<file path="config.mk">
export PLATFORM = sky130hd
export DESIGN_NAME = keypad_lock_ctrl
export DESIGN_NICKNAME = d
export VERILOG_FILES = /design/src/rtl/door_lock_pkg.sv /design/src/rtl/lock_timer.sv /design/src/rtl/keypad_lock_ctrl.sv
export SDC_FILE = /design/constraint.sdc
export NUM_CORES = 1
export LEC_CHECK = 0
export CORE_ASPECT_RATIO = 0.8
export CORE_MARGIN = 2
export CORE_UTILIZATION = 45
export CTS_CLUSTER_DIAMETER = 40
export DETAILED_ROUTE_END_ITERATION = 10
export PLACE_DENSITY = 0.67
export SETUP_SLACK_MARGIN = 0.5
export SLEW_MARGIN = 20
export SYNTH_ARGS = -nofsm -noshare
export SYNTH_HDL_FRONTEND = slang
export SYNTH_HIERARCHICAL = 1
export SYNTH_SLANG_ARGS = --single-unit
</file>
<file path="constraint.sdc">
create_clock -name clk -period 2.3 [get_ports clk]
set_input_delay 0.23 -clock clk [delete_from_list [all_inputs] [get_ports clk]]
set_output_delay 0.23 -clock clk [all_outputs]
set_load 0.05 [all_outputs]
</file>
<file path="src/rtl/door_lock_pkg.sv">
// Shared definitions for the keypad door lock.
//   lock_state_e  : controller state encoding
//   CODE_W        : width of a full 4-digit code (16 bits)
//   DIGIT_W       : width of one keypad digit (4 bits)
//   FULL_CNT      : digit count at which the entry buffer is full
//   shift_digit() : shifts a new digit into the low nibble of an entry
package door_lock_pkg;

    localparam int CODE_W  = 16;
    localparam int DIGIT_W = 4;
    localparam logic [2:0] FULL_CNT = 3'd4;

    typedef enum logic [2:0] {
        ST_IDLE    = 3'd0,
        ST_ENTRY   = 3'd1,
        ST_CHECK   = 3'd2,
        ST_OPEN    = 3'd3,
        ST_PROG    = 3'd4,
        ST_LOCKOUT = 3'd5
    } lock_state_e;

    function automatic logic [CODE_W-1:0] shift_digit(
        input logic [CODE_W-1:0]  cur,
        input logic [DIGIT_W-1:0] d
    );
        return {cur[CODE_W-DIGIT_W-1:0], d};
    endfunction

endpackage

</file>
<file path="src/rtl/lock_timer.sv">
// Down-counter shared by the unlock window and the lockout period.
//   clk      in  : clock, rising edge
//   rst      in  : asynchronous active-high reset, clears the count
//   load     in  : load strobe, count <= load_val on the next edge
//   load_val in  : value to load (period length minus one)
//   zero     out : count is zero (registered count, no input-to-output path)
// When not loading, the count decrements once per cycle and holds at zero.
module lock_timer #(
    parameter int W = 11
) (
    input  logic         clk,
    input  logic         rst,
    input  logic         load,
    input  logic [W-1:0] load_val,
    output logic         zero
);

    logic [W-1:0] count_q;
    logic [W-1:0] count_d;

    always_comb begin
        count_d = count_q;
        if (load) begin
            count_d = load_val;
        end else if (count_q != '0) begin
            count_d = count_q - W'(1);
        end
    end

    always_ff @(posedge clk or posedge rst) begin
        if (rst) begin
            count_q <= '0;
        end else begin
            count_q <= count_d;
        end
    end

    assign zero = (count_q == '0);

endmodule

</file>
<file path="src/rtl/keypad_lock_ctrl.sv">
// Keypad door lock controller: collects up to four digits, checks them
// against a stored code, opens the door for a timed window, locks the
// keypad out after repeated failures, and lets the code be changed while
// the door is open.
//   clk        in  : single clock, rising edge
//   clr        in  : asynchronous active-high reset
//   key_valid  in  : one-cycle pulse, key_code is valid this cycle
//   key_code   in  : keypad digit 0x0..0xF
//   enter      in  : one-cycle pulse, submit the entry
//   prog       in  : one-cycle pulse, change code (only honoured while open)
//   digits     out : digits entered so far, newest in [3:0]
//   digit_cnt  out : number of digits entered, 0..4
//   unlocked   out : high exactly while the door is open
//   locked_out out : high exactly while the keypad is locked out
//   fail_cnt   out : consecutive failed checks
// Input handshake: key_valid, enter and prog are fire-and-forget pulses with
// no ready/back-pressure; a pulse is consumed on the edge that samples it or
// dropped if the current state does not accept it. enter beats key_valid
// when both arrive together. Every output is a flop.
module keypad_lock_ctrl
    import door_lock_pkg::*;
#(
    parameter int unsigned       MAX_TRIES    = 3,
    parameter int unsigned       OPEN_CYCLES  = 950,
    parameter int unsigned       LOCK_CYCLES  = 1900,
    parameter logic [CODE_W-1:0] DEFAULT_CODE = 16'h1234
) (
    input  logic                clk,
    input  logic                clr,
    input  logic                key_valid,
    input  logic [DIGIT_W-1:0]  key_code,
    input  logic                enter,
    input  logic                prog,
    output logic [CODE_W-1:0]   digits,
    output logic [2:0]          digit_cnt,
    output logic                unlocked,
    output logic                locked_out,
    output logic [1:0]          fail_cnt
);

    localparam int unsigned TMR_MAX = (OPEN_CYCLES > LOCK_CYCLES) ? OPEN_CYCLES : LOCK_CYCLES;
    localparam int TIMER_W = (TMR_MAX > 1) ? $clog2(TMR_MAX) : 1;
    localparam logic [TIMER_W-1:0] OPEN_LOAD = TIMER_W'(OPEN_CYCLES - 1);
    localparam logic [TIMER_W-1:0] LOCK_LOAD = TIMER_W'(LOCK_CYCLES - 1);
    localparam logic [1:0] TRIES = 2'(MAX_TRIES);

    lock_state_e         state_q, state_d;
    logic [CODE_W-1:0]   digits_q, digits_d;
    logic [2:0]          cnt_q, cnt_d;
    logic [1:0]          fail_q, fail_d;
    logic [CODE_W-1:0]   code_q, code_d;
    logic                unlocked_q, unlocked_d;
    logic                locked_out_q, locked_out_d;

    logic                tmr_load;
    logic [TIMER_W-1:0]  tmr_val;
    logic                tmr_zero;
    logic                key_ok;
    logic [1:0]          fail_inc;

    lock_timer #(.W(TIMER_W)) u_timer (
        .clk      (clk),
        .rst      (clr),
        .load     (tmr_load),
        .load_val (tmr_val),
        .zero     (tmr_zero)
    );

    always_comb begin
        state_d  = state_q;
        digits_d = digits_q;
        cnt_d    = cnt_q;
        fail_d   = fail_q;
        code_d   = code_q;
        tmr_load = 1'b0;
        tmr_val  = '0;
        fail_inc = fail_q + 2'd1;
        // A key arriving together with enter is discarded.
        key_ok   = key_valid && !enter;

        case (state_q)
            ST_IDLE: begin
                // IDLE always holds an empty entry, so a bare enter is ignored.
                if (key_ok) begin
                    digits_d = shift_digit(digits_q, key_code);
                    cnt_d    = 3'd1;
                    state_d  = ST_ENTRY;
                end
            end
            ST_ENTRY: begin
                if (enter) begin
                    state_d = ST_CHECK;
                end else if (key_ok && cnt_q != FULL_CNT) begin
                    digits_d = shift_digit(digits_q, key_code);
                    cnt_d    = cnt_q + 3'd1;
                end
            end
            ST_CHECK: begin
                // The entry is consumed whatever the outcome, so the code
                // never lingers on the display.
                digits_d = '0;
                cnt_d    = '0;
                if (cnt_q == FULL_CNT && digits_q == code_q) begin
                    fail_d   = '0;
                    tmr_load = 1'b1;
                    tmr_val  = OPEN_LOAD;
                    state_d  = ST_OPEN;
                end else begin
                    fail_d = fail_inc;
                    if (fail_inc == TRIES) begin
                        tmr_load = 1'b1;
                        tmr_val  = LOCK_LOAD;
                        state_d  = ST_LOCKOUT;
                    end else begin
                        state_d = ST_IDLE;
                    end
                end
            end
            ST_OPEN: begin
                // prog takes priority over the window expiring in the same cycle.
                if (prog) begin
                    digits_d = '0;
                    cnt_d    = '0;
                    state_d  = ST_PROG;
                end else if (tmr_zero) begin
                    digits_d = '0;
                    cnt_d    = '0;
                    state_d  = ST_IDLE;
                end
            end
            ST_PROG: begin
                if (enter) begin
                    if (cnt_q == FULL_CNT) begin
                        code_d = digits_q;
                    end
                    digits_d = '0;
                    cnt_d    = '0;
                    state_d  = ST_IDLE;
                end else if (key_ok && cnt_q != FULL_CNT) begin
                    digits_d = shift_digit(digits_q, key_code);
                    cnt_d    = cnt_q + 3'd1;
                end
            end
            ST_LOCKOUT: begin
                if (tmr_zero) begin
                    fail_d   = '0;
                    digits_d = '0;
                    cnt_d    = '0;
                    state_d  = ST_IDLE;
                end
            end
            default: begin
                digits_d = '0;
                cnt_d    = '0;
                state_d  = ST_IDLE;
            end
        endcase

        // Status flags are registered from the next state so they track the
        // state register exactly, with no input-to-output path.
        unlocked_d   = (state_d == ST_OPEN);
        locked_out_d = (state_d == ST_LOCKOUT);
    end

    always_ff @(posedge clk or posedge clr) begin
        if (clr) begin
            state_q      <= ST_IDLE;
            digits_q     <= '0;
            cnt_q        <= '0;
            fail_q       <= '0;
            code_q       <= DEFAULT_CODE;
            unlocked_q   <= 1'b0;
            locked_out_q <= 1'b0;
        end else begin
            state_q      <= state_d;
            digits_q     <= digits_d;
            cnt_q        <= cnt_d;
            fail_q       <= fail_d;
            code_q       <= code_d;
            unlocked_q   <= unlocked_d;
            locked_out_q <= locked_out_d;
        end
    end

    assign digits     = digits_q;
    assign digit_cnt  = cnt_q;
    assign unlocked   = unlocked_q;
    assign locked_out = locked_out_q;
    assign fail_cnt   = fail_q;

endmodule
</file>
==> results of run 1 <==
[how the worst min path moves through the flow]
stage / startpoint / endpoint / slack [ps]
floorplan: clr / u_timer/count_q[0] / 80
global placement: fail_cnt[0] / fail_cnt[0] / 500
detailed placement: fail_cnt[1] / fail_cnt[1] / 500
CTS: clr / u_timer/count_q[6] / 260
global route: clr / u_timer/count_q[10] / 290
finish: clr / u_timer/count_q[6] / 250
[cells by family (layout without fill, tap and decap cells)]
kind of cell               count (synthesis)  after routing  share of synthesized area, %
and+or+nand+nor                           67             68                          14.2
DFF                                       53             53                          49.4
AOI/OAI and AO/OA                         47             50                          13.8
xor gates and xnor gates                  24             24                          7.78
muxes                                     21             21                          8.62
buffers and inverters                     20             83                          4.03
adders and majority gates                  5              5                          2.27
[cells in the mapped netlist, types with 4 or more instances]
cell type,count
xor2_1,18
dfrtp_1,48
xnor2_1,6
o31ai_1,8
nor4_1,7
a22o_1,16
ha_1,4
dfstp_2,5
inv_1,9
o21ai_0,7
nor2_1,14
mux2_2,15
nand2_1,20
[routing by layer]
layer  global-route usage (%)  vias up  part of all wire (%)
li1                         -     1003                     -
met1                     29.6     1066                    49
met2                     30.4       44                    46
met3                     4.31       11                   3.7
met4                     5.81        0                   1.4
met5                        0        -                     0
[report_power, final]
group	internal, mW	leakage, nW	switching (mW)
Combinational	1.10	1.20	1.35
Clock	0.438	0.0687	0.327
Sequential	1.20	0.661	0.315
Total	2.74	1.93	1.99
[critical path: cells and delay by family (launching register included)]
| family | cells | cell delay, ps |
|---|---|---|
| flops | 1 | 590 |
| mux | 1 | 310 |
| simple gates | 4 | 1050 |
| xor+xnor | 1 | 90 |
[what timing repair did]
| action | 4_1_cts | 5_1_grt |
|---|---|---|
| hold endpoints to repair | 0 | 0 |
| gates resized for setup | 21 | 57 |
| endpoints found under the setup margin | 46 | 62 |
| pin swaps | 13 | 18 |
| buffers inserted | 18 | 4 |
| gates cloned | 3 | 2 |
[flip-flops by register name (all words and copies together) (netlist names)]
register,flops
state_q,3
unlocked,1
u_timer/count_q,11
digits,16
code_q,16
digit_cnt,3
locked_out,1
fail_cnt,2
[cell type report]
type	count	area share, %
multi-input cells	168	42.3
flip-flops and latches	53	34.3
repair buffers	66	16.5
well taps	81	2.57
clock buffers	5	1.74
clock inverters	3	1.74
inverters	9	0.857
==> results.md, run 1 <==
| Result | Value |
| --- | --- |
| Fraction of layout cells with a size suffix above 1 | 44.4% |
| Main area contributors after synthesis | dfrtp_1 (44%), mux2_2 (6.3%), xor2_1 (5.8%) |
| Largest net degree at the start of global routing | 43 |
| Final standard cell count with taps included and fillers excluded | 385 |
| Cell Pwr Density | 1200 nW/um2 |
| H-tree levels | 2 |
| Overall fraction of global-route tracks in use | 20.1% |
| Cell count after placement | 350 |
| Actual slew at the worst max-slew pin | 858 ps |
| Max-slew violation count | 0 |
| Run status | finished, final reports clean |
| I/O Buffers | 31 |
| Number of global-route vias before repair | 2,029 |
| CTS Root Cell | clkbuf_8 |
| Crit path largest cell delay | 590 ps |
| Final critical-path setup slack | 134 ps |
| Clock transition time at the flip-flop clock pins of the worst setup and hold paths | 100 ps |
| Effective utilization at floorplan | 46.2% |
| Width of the die | 90.6 um |
| Count of state elements after synthesis | 53 |
| Start-to-end type of the worst setup path | register to register |
| Post-Place Setup Slack | 66.5 ps |
| Leakage dissipation | 1.93 nW |
| Slack of the worst reg-to-reg path | 130 ps |
| Pwr Total | 4.74 mW |
| Max clock buf depth | 2 |
| Unrepaired setup endpoints after global routing | yes |
| Clock Skews | 10.5 ps |
| Chip height | 73.3 um |
| Count of unique library cells instantiated by Yosys | 50 |
| Filler cell count | 431 |
| Sequential cell area | 1350 um2 |
| Number of antenna violations at the first check in global routing | 0 |
| Final nets | 316 |
| Count of cells along the worst register-to-register path | 6 |
| Gp weighted congestion | 0.865 |
| Achievable clock frequency | 462 MHz |
| Total global routing overflow | 0 |
| Clock tree from TritonCTS | done |
| VDD IR max | 0.623 mV |
| Hold Fails Final Rpt | 0 |
| Kind of capture point of the worst setup path | register |
| Final instance area | 3940 um2 |
| Per-cell routed wire length | 17.4 um |
| Reg2reg start | code_q[9] |
| Yosys top cell by area | dfrtp_1 |
| I/O pin cnt | 32 |
| Yosys Warn Count | 6 |
| Type of origin of the critical path | register |
| Area enclosed by the die boundary | 6640 um2 |
| Net count of the mapped netlist | 250 |
| Share of the clock period used by the worst path | 94.2% |
| Area share of the largest cell type after synthesis | 44.5% |
| DRC violation total after the first TritonRoute iteration | 98 |
| Worst min-delay path category | input port to asynchronous set/reset pin |
| Number of antenna cells inserted | 0 |
| Hold WS | 254 ps |
| Std-Cell Core Area | 5850 um2 |
| Final-report setup violation count | 0 |
| Instance count of the mapped netlist | 237 |
| Data arrival time of the critical path | 2360 ps |
| Library cell contributing the largest single delay on the critical path | dfstp_2 |
| Final TNS setup | 0 ps |
| Post-place instance area | 3220 um2 |
| Slew headroom | 42.6% |
| DRC Markers | 0 |
| Leading register cell type out of synthesis | dfrtp_1 |
| Iteration count of the initial detailed-routing pass | 4 |
| Worst skew pair latency | 310 ps |
| WP data required | 2500 ps |
| Synth async-reset ratio | 100% |
| Syn-to-layout area delta | 46.1% |
| Max-cap violations | 0 |
| Routed wire length | 6710 um |
| Hold-fix buffers at CTS | 0 |
| Commonest cells after routing, fill and taps aside | dfrtp_1 (32), buf_4 (27), a22o_1 (16), dfrtp_2 (16) |
| TritonCTS buffer count | 5 |
| Most common cell after layout, fill and taps aside | dfrtp_1 |
| Cell Chain, Critical Path | xor2_4 -> nor4b_4 -> nand4b_1 -> or4_4 -> nand2_8 -> mux2_4 |
| Via-to-Cell Ratio | 5.52 |
| Minimum period implied by the final worst setup slack | 2170 ps |
| Utilization after layout | 67.4% |
| Clock Sinks | 53 |
| Seq/Total Area, Yosys | 49.4% |
| Multi-input logic area | 1670 um2 |
| Netlist Area Pre-Place | 2700 um2 |
| Count of antenna-violating nets left after detailed routing | 0 |
| Number of standard-cell rows in the floorplan | 25 |
| Post-Synthesis Mean Instance Area | 11.4 um2 |
| CP max FO | 5 |
| Crit. Startpoint | code_q[9] |
| Overall via count from detail_route | 2,124 |
| Last element of the critical path | u_timer/count_q[4] |
| Total half-perimeter wirelength after legalization and detailed placement | 3830 um |
| Number of synthesized flops with an enable pin | 0 |
| RR Endpoint | u_timer/count_q[4] |
| Global-route wire length before repair | 10,400 um |
No activity file was read; power rests on OpenSTA's default activity.
==> run 2: changes to the inputs <==
- CAP_MARGIN: unset -> 20
- GPL_ROUTABILITY_DRIVEN: unset -> 0
==> results of run 2 <==
The final DEF is identical to that of run 1; final timing and power are the same.
==> RTL edit 1: new RTL, config.mk and constraints of run 1 <==
The 6 states of `lock_state_e` get a Gray code encoding in 3 bits.
--- a/src/rtl/door_lock_pkg.sv
+++ b/src/rtl/door_lock_pkg.sv
@@ -13,8 +13,8 @@
     typedef enum logic [2:0] {
-        ST_IDLE    = 3'd0,
-        ST_ENTRY   = 3'd1,
-        ST_CHECK   = 3'd2,
-        ST_OPEN    = 3'd3,
-        ST_PROG    = 3'd4,
-        ST_LOCKOUT = 3'd5
+        ST_IDLE    = 3'b000,
+        ST_ENTRY   = 3'b001,
+        ST_CHECK   = 3'b011,
+        ST_OPEN    = 3'b010,
+        ST_PROG    = 3'b110,
+        ST_LOCKOUT = 3'b111
     } lock_state_e;
Check against the original RTL: no difference found for any inputs over 10 cycles, from zero or initial values; not proved beyond that.
==> RTL edit 1 against run 1 <==
Wire length grew 2.0%; via count up 4.0%; global-route usage increased by 0.13 points; worst setup slack barely moved; utilization decreased by 1.8 points; sequential cell count stayed put; design area down 2.6%; combinational power decreased by 9.3%; maximum frequency hardly changed; area after synthesis is 0.32% lower; power shrank 8.1%; critical path depth is 3 higher; critical path type unchanged; largest cell class unchanged; largest power group unchanged.
==> RTL edit 1: results (changes against run 1) <==
metric;value;unit;change
worst_slew_pin_slew;585;ps;-274 ps
synth.distinct_cells;49;;-2.0%
first_pass_iters;5;;+1
cts_root_buffer;clkbuf_8;;
setup_viol;0;;unchanged
viasPerCell;5.45;;-1.2%
cts_buffer_depth;2;;unchanged
async_flop_share;100;%;unchanged
clkSlewWorstSetupHoldPaths;100;ps;about the same
drtIter0Drc;128;;+31%
grt_max_degree;43;;unchanged
netlist_instances;244;;+3.0%
dp_cells;371;;+6.0%
synth_area_leaders;dfrtp_1, mux2_2, a22o_1, dfstp_2, xnor2_1;;
antenna_found_initial;0;;unchanged
dp_hpwl;4210;µm;+10%
insertion_delay;300;ps;
io_buffers;31;;unchanged
clock-skew-final;3.47;ps;-7.02 ps
synth_commonest_cells;dfrtp_1, nand2_1, mux2_2;;
cts-resized-gates;38;;+81%
grt_pass1_vias;2063;;+1.7%
post_cts_buffers;12;;-6
wire_per_inst;16.9;µm;-3.1%
synth-seq-area-share;49.5;%;+0.16 points
grt_pass1_wl;10600;µm;+1.5%
htreeDepth;2;;unchanged
grtUsageTotal;20.3;%;+0.13 points
gp_congestion;0.855;;-1.2%
worstPathMaxFanout;4;;-1
hp-class;primary input to asynchronous set/reset pin;;
syn_nets;257;;+2.8%
yosys_warnings;6;;unchanged
cts_buffers;5;;unchanged
vdd_ir_drop_max;0.000529;V;-15%
fillCellCount;483;;+12%
status;completed;;
p_leak;1.89;nW;-1.8%
wl;6840;µm;+2.0%
nNetsFinal;336;;+6.3%
drive_gt1_share;37.3;%;-7.1 points
antenna_cells;0;;unchanged
RTL edit 1: changes by cell type after synthesis, moves of 3 or more:
| cell | change |
|---|---|
| xor2_1 | -11 |
| xnor2_1 | +8 |
| inv_1 | +5 |
| nor4_1 | -4 |
| buf_6 | -3 |
| mux2_1 | -3 |
| nand2_1 | +3 |
| o21a_1 | +3 |
RTL edit 1: metrics by stage:
step	utilization [%]	instance area (µm²)	setup slack [ps]
floorplan	-	2790	-165
global placement	56.8	3320	86.2
detailed placement	56.8	3320	106
CTS	61.8	3620	178
global route	65.6	3840	37.7
finish	65.6	3840	135
RTL edit 1: worst max-delay path: stages, from the launching register on:
cell and delay [ps]:
dfrtp_2 420, inv_2 70, ha_4 120, and2_4 140
o21ai_2 40, or4_4 530, nor3_4 180, buf_6 140
nor2_1 130, mux2_4 290
RTL edit 1: worst paths after layout:
| path | from | end | slack [ps] | cells past startpoint |
|---|---|---|---|---|
| max in group asynchronous | clr | digit_cnt[2]$_DFFE_PP0P_ | 1510 | 3 |
| setup reg to reg | digit_cnt[1]$_DFFE_PP0P_ | u_timer/count_q[1]$_DFFE_PP0P_ | 130 | 9 |
| hold reg to reg | code_q[8]$_DFFE_PP0P_ | code_q[8]$_DFFE_PP0P_ | 540 | 1 |
| hold / removal | clr | u_timer/count_q[10]$_DFFE_PP0P_ | 240 | 2 |
| setup / recovery | digit_cnt[1]$_DFFE_PP0P_ | u_timer/count_q[1]$_DFFE_PP0P_ | 130 | 9 |
| min in group clk | key_code[2] | digits[2]$_DFFE_PP0P_ | 520 | 2 |
RTL edit 1: where the power goes:
group,switching (mW),total (mW),internal [mW],leakage [nW]
clock network,0.325,0.763,0.438,0.0687
registers,0.220,1.36,1.14,0.683
logic,1.26,2.23,0.970,1.14
total,1.81,4.35,2.55,1.89
RTL edit 1: layout make-up:
| cell class | count | area share, % |
|---|---|---|
| Multi-Input combinational cell | 167 | 38.4 |
| Sequential cell | 53 | 34.8 |
| Timing Repair Buffer | 82 | 19.3 |
| Tap cell | 81 | 2.64 |
| Clock buffer | 5 | 1.79 |
| Clock inverter | 3 | 1.79 |
| Inverter | 14 | 1.37 |
RTL edit 1: kinds of logic after synthesis:
group	count (synthesis)	share of synthesized area, %
AO/OA/AOI/OAI	61	17.0
flip-flops	53	49.5
AND/OR/NAND/NOR	62	13.3
adder cells (fa/ha/maj)	4	1.86
multiplexers	19	7.81
XOR/XNOR	21	6.83
buffers and inverters	24	3.72
RTL edit 1: routing by layer:
layer / vias to the layer above / global-route usage (%) / wire, µm
met1: 1107 / 29.8 / 3070
li1: 1040 / - / -
met2: 55 / 32.1 / 3380
met3: 6 / 3.31 / 332
met4: 0 / 4.10 / 61
met5: - / 0 / 0
==> RTL edit 2: new RTL, flow settings as in run 1 <==
Made on the original files. The package constant `CODE_W` goes from 16 to 14. Comments in the files are not updated.
--- a/src/rtl/door_lock_pkg.sv
+++ b/src/rtl/door_lock_pkg.sv
@@ -8,3 +8,3 @@
 
-    localparam int CODE_W  = 16;
+    localparam int CODE_W  = 14;
     localparam int DIGIT_W = 4;
Interface: changed (resized digits); port bits go from 32 to 30. The function was not compared with the original's and may differ.
==> RTL edit 2 against run 1 <==
The run now ends with negative setup slack left; maximum frequency decreased by 6.4%; utilization increased by 0.32 points; wire length decreased by 6.4%; synthesized cell count decreased by 4.6%; sequential power decreased by 13%; area after synthesis decreased by 4.9%; power decreased by 10%; non-clock buffer count increased by 12; highest routed layer unchanged; sequential cell count decreased by 4; worst setup slack got worse by 150 ps; design area decreased by 6.1%.
==> RTL edit 2: results (changes against run 1) <==
metric;value;unit;change
wl_met2;2920;µm;-5.0%
synth.distinct_cells;45;;-10%
setup_ws;-14.1;ps;-149 ps
violations;negative setup slack;;
synth_area_leaders;dfrtp_1, mux2_4, xor2_1, a22o_1, dfstp_2;;
drive_gt1_share;41.7;%;-2.7 points
report.power.total;4.26;mW;-10%
viasPerCell;5.41;;-2.0%
slowest_stage;or4b_4;;
grt_pass1_vias;1997;;-1.6%
dp_cells;349;;-0.29%
post_cts_buffers;17;;-1
synth_commonest_cells;dfrtp_1, nand2_1, xor2_1;;
powerComb;2.20;mW;-11%
drtIter0Drc;127;;+30%
arrival;2510;ps;+150 ps
vdd_ir_drop_max;0.000663;V;+6.5%
synth_compound_area_share;13.4;%;-0.32 points
p_leak;1.79;nW;-7.0%
grtUsageTotal;20.9;%;+0.79 points
syn_nets;239;;-4.4%
grt_pass1_wl;10100;µm;-3.4%
setup_viol;7;;+7
drt-met1-wl;3040;µm;-7.7%
syn_avg_cell_area;11.4;µm²;-0.24%
synth-seq-area-share;48.0;%;-1.4 points
grt_max_degree;39;;-9.3%
fin_setup_tns;-37.3;ps;-37.3 ps
cts-resized-gates;36;;+71%
wl;6280;µm;-6.4%
dp_slack;-0.444;ps;-66.9 ps
wl_met3;191;µm;-22%
grt_use_met3;3.57;%;-0.74 points
r2r_cells;9;;+3
place_area;0.00314;mm²;-2.6%
setup.worst_path.end;digits[0]$_DFFE_PP0P_;;
crit_path_max_incr_delay;480;ps;-110 ps
dp_hpwl;4010;µm;+4.5%
nNetsFinal;314;;-0.63%
grt_use_met1;31.1;%;+1.5 points
cts_buffers;5;;unchanged
status;finished with violations;;
grt_util_met2;30.2;%;-0.27 points
p_seq;1.33;mW;-13%
worstPathMaxFanout;7;;+2
yosys_warnings;6;;unchanged
yosys.area_share.adder;1.95;%;-0.32 points
synth.area.mux_share;9.25;%;+0.64 points
io_buffers;29;;-6.5%
worstSetupStartpoint;u_timer/count_q[0]$_DFFE_PP0P_;;
synth_xor_area_share;7.50;%;-0.28 points
worst_slew_pin_slew;574;ps;-284 ps
==> RTL edit 2: cell types whose count changed after synthesis, sizes merged, moves of 2 or more <==
cell	before	now
dfrtp	48	44
nand3	3	5
a21oi	2	6
o21ai	10	6
o31ai	8	10
mux2	18	16
nor2	14	9
nor3b	0	2
nor3	4	6
or3b	0	2
==> RTL edit 2: cells by family (layout without fill, tap and decap cells) <==
| group | after synthesis | in the layout |
|---|---|---|
| AO/OA/AOI/OAI | 46 | 46 |
| XOR/XNOR | 22 | 22 |
| adder cells (fa/ha/maj) | 4 | 4 |
| buffers and inverters | 19 | 95 |
| flip-flops | 49 | 49 |
| multiplexers | 18 | 18 |
| AND/OR/NAND/NOR | 68 | 68 |
==> RTL edit 2: layout make-up <==
type,count,area (µm²)
fill,411,1760
timing repair buffer,78,727
clock inverter,3,65.1
sequential,49,1240
multi-input combinational,158,1470
tap,78,97.6
inverter,9,33.8
clock buffer,5,68.8
